===== config.mk =====
export PLATFORM = sky130hd
export DESIGN_NAME = regex_dfa_flow_engine
export DESIGN_NICKNAME = d
export VERILOG_FILES = /design/src/rtl/regex_dfa_flow_engine.sv
export SDC_FILE = /design/constraint.sdc
export NUM_CORES = 2
export LEC_CHECK = 0
export BUFFER_PORTS_ARGS = -buffer_cell sky130_fd_sc_hd__buf_2
export CORE_MARGIN = 2
export CORE_UTILIZATION = 50
export CTS_BUF_LIST = sky130_fd_sc_hd__clkbuf_2
export DETAILED_ROUTE_END_ITERATION = 16
export HOLD_SLACK_MARGIN = 0.12
export MAX_ROUTING_LAYER = met4
export PLACE_DENSITY = 0.63
export RECOVER_POWER = 100
export SYNTH_ARGS = -nofsm -noshare
export SYNTH_HDL_FRONTEND = slang
export SYNTH_SLANG_ARGS = --single-unit

===== constraint.sdc =====
create_clock -name clk -period 13.7 [get_ports clk]
set_input_delay 2.74 -clock clk [delete_from_list [all_inputs] [get_ports clk]]
set_output_delay 2.74 -clock clk [all_outputs]
set_load 0.005 [all_outputs]

===== src/rtl/regex_dfa_flow_engine.sv =====
// ---------------------------------------------------------------------------
// regex_dfa_flow_engine
// Programmable DFA matcher time-shared across NUM_FLOWS byte streams. Each
// flow keeps its current DFA state in a flop-based context array. The
// char-class map, transition table and accept table are loaded at runtime
// through the cfg port.
//
// Ports:
//   clk, rst_n            clock, async active-low reset
//   char_in/_vld, sof     byte stream (sof restarts the flow at START_STATE)
//   flow_id               flow of char_in/state_in, selects state_out
//   state_in/_vld         context overwrite for flow_id (wins over char_in)
//   state_out             combinational read of ctx[flow_id]
//   accept_out/_flow/_state  registered match report, latency 1
//   cfg_we/sel/addr/data  table writes: 0 charmap, 1 trans, 2 accept
//   match_cnt             saturating count of reported accepts
// ---------------------------------------------------------------------------
module regex_dfa_flow_engine #(
    parameter int STATE_W     = 5,
    parameter int CLASS_W     = 3,
    parameter int FLOW_W      = 4,
    parameter int START_STATE = 0,
    parameter int STICKY      = 0,
    parameter int CNT_W       = 16
) (
    input  logic               clk,
    input  logic               rst_n,
    input  logic [7:0]         char_in,
    input  logic               char_in_vld,
    input  logic [FLOW_W-1:0]  flow_id,
    input  logic               sof,
    input  logic [STATE_W-1:0] state_in,
    input  logic               state_in_vld,
    output logic [STATE_W-1:0] state_out,
    output logic               accept_out,
    output logic [FLOW_W-1:0]  accept_flow,
    output logic [STATE_W-1:0] accept_state,
    input  logic               cfg_we,
    input  logic [1:0]         cfg_sel,
    input  logic [15:0]        cfg_addr,
    input  logic [15:0]        cfg_data,
    output logic [CNT_W-1:0]   match_cnt
);
    localparam int NUM_STATES = 2**STATE_W;
    localparam int NUM_FLOWS  = 2**FLOW_W;
    localparam int TRANS_W    = STATE_W + CLASS_W;
    localparam logic [STATE_W-1:0] START = STATE_W'(START_STATE);

    logic [CLASS_W-1:0]    r_charmap [256];
    logic [STATE_W-1:0]    r_trans   [2**TRANS_W];
    logic [NUM_STATES-1:0] r_accept;
    logic [STATE_W-1:0]    r_ctx     [NUM_FLOWS];
    logic [NUM_FLOWS-1:0]  r_flag;

    logic [CLASS_W-1:0] w_cls;
    logic [STATE_W-1:0] w_cur;
    logic [STATE_W-1:0] w_ns;
    logic               w_char;
    logic               w_acc;
    logic               w_cm_ok;
    logic               w_tr_ok;
    logic               w_ac_ok;
    logic               w_unused_cfg;

    // A context overwrite in the same cycle drops the char entirely.
    assign w_char = char_in_vld && !state_in_vld;
    assign w_cls  = r_charmap[char_in];
    assign w_cur  = sof ? START : r_ctx[flow_id];
    assign w_ns   = r_trans[{w_cur, w_cls}];
    // In sticky mode a flow that already reported stays quiet until sof;
    // the sof char itself is allowed to report again.
    assign w_acc  = w_char && r_accept[w_ns] &&
                    !((STICKY != 0) && r_flag[flow_id] && !sof);

    assign state_out = r_ctx[flow_id];

    // Writes with address bits above the table index are dropped.
    assign w_cm_ok = (cfg_addr >> 8) == 16'd0;
    assign w_tr_ok = (cfg_addr >> TRANS_W) == 16'd0;
    assign w_ac_ok = (cfg_addr >> STATE_W) == 16'd0;
    assign w_unused_cfg = ^cfg_data;

    // Tables: the char lookup above reads pre-write contents this cycle.
    always_ff @(posedge clk or negedge rst_n) begin
        if (!rst_n) begin
            for (int i = 0; i < 256; i++)        r_charmap[i] <= '0;
            for (int i = 0; i < 2**TRANS_W; i++) r_trans[i]   <= '0;
            r_accept <= '0;
        end else if (cfg_we) begin
            case (cfg_sel)
                2'd0: if (w_cm_ok) r_charmap[cfg_addr[7:0]] <= cfg_data[CLASS_W-1:0];
                2'd1: if (w_tr_ok) r_trans[cfg_addr[TRANS_W-1:0]] <= cfg_data[STATE_W-1:0];
                2'd2: if (w_ac_ok) r_accept[cfg_addr[STATE_W-1:0]] <= cfg_data[0];
                default: ;
            endcase
        end
    end

    // Per-flow context and sticky flag.
    always_ff @(posedge clk or negedge rst_n) begin
        if (!rst_n) begin
            for (int f = 0; f < NUM_FLOWS; f++) r_ctx[f] <= START;
            r_flag <= '0;
        end else if (state_in_vld) begin
            r_ctx[flow_id]  <= state_in;
            r_flag[flow_id] <= 1'b0;
        end else if (char_in_vld) begin
            r_ctx[flow_id]  <= w_ns;
            r_flag[flow_id] <= (r_flag[flow_id] && !sof) || w_acc;
        end
    end

    // Match report; flow/state hold their last reported values when idle.
    always_ff @(posedge clk or negedge rst_n) begin
        if (!rst_n) begin
            accept_out   <= 1'b0;
            accept_flow  <= '0;
            accept_state <= '0;
            match_cnt    <= '0;
        end else begin
            accept_out <= w_acc;
            if (w_acc) begin
                accept_flow  <= flow_id;
                accept_state <= w_ns;
                if (match_cnt != '1) match_cnt <= match_cnt + CNT_W'(1);
            end
        end
    end
endmodule


==> impl_metrics.env <==
export IMPL_run_status="finished with violations"
export IMPL_violations="max-capacitance violations, max-slew violations"
export IMPL_cts_htree_levels=6
export IMPL_yosysUniqueCellTypes=89
export IMPL_placement_cell_area_um2=106600
export IMPL_filler_cell_count=17920
export IMPL_power_clock_fraction_pct=34.8
export IMPL_crit_path_max_fanout=46
export IMPL_r2r_slack_ns=4.79
export IMPL_dr_first_iter_drc_count=6104
export IMPL_synth_async_sr_flop_share_pct=100.0
export IMPL_max_freq_mhz=91.04
export IMPL_multi_input_comb_area_um2=46240
export IMPL_setup_tns_final_ns=0
export IMPL_crit_arrival_ns=12.76
export IMPL_first_global_vias=72600
export IMPL_ys_dominant_reg_cell="sky130_fd_sc_hd__dfrtp_1"
export IMPL_nets=8472
export IMPL_final_layout_size_suffix_gt1_share_pct=39.85
export IMPL_hold_violations=0
export IMPL_numPortBuffers=76
export IMPL_floorplan_die_width_um=459.7
export IMPL_cts_root_to_sink_buffers=4
export IMPL_global_route_wire_length_before_repair_mm=473.7
export IMPL_num_vias=70750
export IMPL_chipHeight_um=459.7
export IMPL_timing_critical_path_required_ns=15.48
export IMPL_critPathLaunch="flow_id[0]"
export IMPL_slew_headroom_pct=-460.7
export IMPL_worstSetupEndpoint="match_cnt[12]"
export IMPL_drc_errors=0
export IMPL_ctsRootBufferMaster="sky130_fd_sc_hd__clkbuf_2"
export IMPL_whs_path_depth=2
export IMPL_final_min_period_over_clock_period_pct=80.18
export IMPL_synth_cells=8192
export IMPL_finalWeightedCongestion=0.8890
export IMPL_layout_area_overhead_vs_synth_pct=7.102
export IMPL_power_net_switching_mw=4.108
export IMPL_synth_edff_count=0
export IMPL_seq_area_um2=54700
export IMPL_synth_seq_cells=2186
export IMPL_pwr_density_cell_nw_per_um2=115.5
export IMPL_worst_setup_hold_path_clk_slew_ns=0.09
export IMPL_synth_yosys_warnings=0
export IMPL_initial_core_util_pct=50.20
export IMPL_grt_start_max_net_pins=225
export IMPL_worst_pin_slew_ns=8.410
export IMPL_detailedPlacementHpwl_mm=192.4
export IMPL_clock_buffers_created_by_tritoncts=593
export IMPL_drt_pass1_iter_count=8
export IMPL_wirelength_mm=315.4
export IMPL_clk_latency_ns=1.89
export IMPL_cp_end_kind="flop"
export IMPL_postCtsHoldBufs=0
export IMPL_ys_seq_area_share_pct=52.68
export IMPL_clock_sinks=2186
export IMPL_launch_instance_of_the_worst_register_to_register_path="r_ctx[70]"
export IMPL_maxSlewViolCount=792
export IMPL_p_leak_nw=53.55
export IMPL_number_of_nets_with_antenna_violations_after_detailed_routing=0
export IMPL_maximum_ir_drop_on_the_vdd_rail_mv=0.09702
export IMPL_average_wire_per_standard_cell_um=27.44
export IMPL_max_cap_violations=27
export IMPL_setup_worst_path_start_class="primary input"
export IMPL_rsz0062_at_grt="no"
export IMPL_avgSynthCellArea_um2=12.68
export IMPL_cts_setup_buffers=0
export IMPL_design_die_area_um2=211300
export IMPL_viasPerCell=6.154
export IMPL_finalSetupViolCount=0
export IMPL_finClkSkew_ns=0.1173
export IMPL_row_count=167
export IMPL_grt_ovfl_total=0
export IMPL_seqPwrFrac_pct=51.3
export IMPL_post_route_min_period_ns=10.98
export IMPL_switching_share_pct=31.99
export IMPL_power_report_internal_total_mw=8.733
export IMPL_finalInstanceArea_um2=111200
export IMPL_worst_r2r_endpoint="match_cnt[12]"
export IMPL_num_io_pins=88
export IMPL_tritoncts_clock_tree="done"
export IMPL_post_synth_instance_area_um2=103800
export IMPL_pwr_share_comb_pct=13.9
export IMPL_r2r_worst_path_cells=18
export IMPL_setup_worst_path_class="in2reg"
export IMPL_number_of_cells_upsized_or_downsized_after_cts=0
export IMPL_min_delay_path_class="reg2reg"
export IMPL_synth_nets=8250
export IMPL_placeableCoreArea_um2=206900
export IMPL_grt_util_all_layers_pct=30.71
export IMPL_grt_antenna_before_repair=12
synthesized netlist by cell type, drive strengths merged (17+ instances only):
library cell	instances	area (um2)
nor2b	34	212.7
a21oi	49	249.0
nand4	47	294.0
a211oi	36	275.3
nand3	226	1131
a22oi	71	533.0
nor2	605	2286
mux2	2112	23780
mux4	227	5112
a32oi	19	166.4
a31oi	56	350.3
a221oi	20	187.7
dfrtp	2186	54700
clkbuf	439	1648
a211o	20	175.2
nand2b	18	112.6
a311o	31	310.3
nand2	874	3281
and3	130	813.3
nor4	17	118.9
nor3	31	177.7
buf	190	1403
mux2i	387	3874
a311oi	33	301.5
o21ai	135	675.7
metrics by stage:
stage	total power, mW	util (%)	hold slack, ns	worst slack, ns	instances
2_1_floorplan	7.644	-	0.4446	5.512	8192
3_3_place_gp	8.464	51.51	0.4570	1.947	10520
3_5_place_dp	8.480	51.51	0.4646	1.984	10520
4_1_cts	12.94	53.84	0.4868	4.047	11480
5_1_grt	13.42	53.76	0.5138	1.900	11490
6_report	12.84	53.76	0.4827	2.715	11500
final cells by class:
class | instances | share of cell area (%)
Antenna cell | 16 | 0.03600
Clock buffer | 883 | 3.974
Clock inverter | 75 | 0.3544
Inverter | 13 | 0.04388
Multi-Input combinational cell | 5364 | 41.57
Sequential cell | 2186 | 49.19
Tap cell | 2704 | 3.042
Timing Repair Buffer | 256 | 1.790
sequential cells by signal, indices dropped and copies added (netlist names):
| register | count |
|---|---|
| r_trans | 1280 |
| accept_state | 5 |
| r_charmap | 768 |
| accept_flow | 4 |
| match_cnt | 16 |
| accept_out | 1 |
| r_ctx | 80 |
| r_accept | 32 |
kinds of logic after synthesis:
family,after synthesis,share of synthesized area (%)
buffers and inverters,642,2.985
XOR/XNOR,12,0.1012
multiplexers,2726,31.56
AO/OA/AOI/OAI,606,4.277
AND/OR/NAND/NOR,2019,8.390
adder cells (fa/ha/maj),1,0.01205
flip-flops,2186,52.68
worst min-delay path by stage:
| stage | slack [ns] | to | startpoint |
|---|---|---|---|
| floorplan | 0.44 | r_ctx[25] | r_ctx[25] |
| global placement | 0.46 | r_ctx[26] | r_ctx[26] |
| finish | 0.48 | r_ctx[32] | r_ctx[32] |
| detailed placement | 0.46 | accept_state[3] | accept_state[3] |
| CTS | 0.49 | accept_state[3] | accept_state[3] |
| global route | 0.51 | accept_state[3] | accept_state[3] |
power by group through the flow:
stage               registers, mW  logic (mW)  clock network [mW]
floorplan                    6.70       0.945                   0
global placement             6.70        1.76                   0
detailed placement           6.71        1.77                   0
CTS                          6.58        1.78                4.59
global route                 6.60        1.87                4.95
finish                       6.58        1.79                4.47
cell usage in the layout, fill, tap and decap left out, types with 20 or more instances in the layout:
cell type and instances:
sky130_fd_sc_hd__dfrtp_1 2186, sky130_fd_sc_hd__mux2_2 2102, sky130_fd_sc_hd__clkbuf_2 887, sky130_fd_sc_hd__nand2_1 869, sky130_fd_sc_hd__nor2_1 600, sky130_fd_sc_hd__mux2i_1 387, sky130_fd_sc_hd__mux4_2 227, sky130_fd_sc_hd__nand3_1 221
sky130_fd_sc_hd__buf_4 131, sky130_fd_sc_hd__and3_1 130, sky130_fd_sc_hd__o21ai_0 129, sky130_fd_sc_hd__a22oi_1 71, sky130_fd_sc_hd__a31oi_1 53, sky130_fd_sc_hd__clkinv_1 51, sky130_fd_sc_hd__a21oi_1 48, sky130_fd_sc_hd__nand4_1 47
sky130_fd_sc_hd__clkbuf_1 47, sky130_fd_sc_hd__buf_2 41, sky130_fd_sc_hd__a211oi_1 35, sky130_fd_sc_hd__a311oi_1 32, sky130_fd_sc_hd__a311o_1 31, sky130_fd_sc_hd__nor3_1 29, sky130_fd_sc_hd__nor2b_1 28, sky130_fd_sc_hd__buf_12 25
sky130_fd_sc_hd__a211o_1 20
critical path: stages:
cell	delay, ns
sky130_fd_sc_hd__clkbuf_1	1.32
sky130_fd_sc_hd__mux4_2	0.53
sky130_fd_sc_hd__mux4_2	0.43
sky130_fd_sc_hd__nor2b_1	1.40
sky130_fd_sc_hd__buf_4	0.61
sky130_fd_sc_hd__buf_4	0.63
sky130_fd_sc_hd__mux4_2	0.41
sky130_fd_sc_hd__a31oi_1	0.43
sky130_fd_sc_hd__nand4_1	0.23
sky130_fd_sc_hd__a32o_1	0.39
sky130_fd_sc_hd__a311oi_1	1.10
sky130_fd_sc_hd__nor2_1	0.47
sky130_fd_sc_hd__mux2i_1	0.22
sky130_fd_sc_hd__a22o_1	0.27
sky130_fd_sc_hd__a2111oi_4	0.47
sky130_fd_sc_hd__nor2_4	0.20
sky130_fd_sc_hd__inv_1	0.27
sky130_fd_sc_hd__and3_1	0.21
sky130_fd_sc_hd__mux2_1	0.31
metal layers:
metal | track usage, % | vias to the layer above | wire length (um)
li1 | - | 30210 | -
met1 | 40.26 | 37210 | 131600
met2 | 46.75 | 2684 | 147800
met3 | 5.704 | 648 | 21680
met4 | 13.60 | 0 | 14380
met5 | - | - | 0
Note: power is estimated with default switching activity, not from simulation.
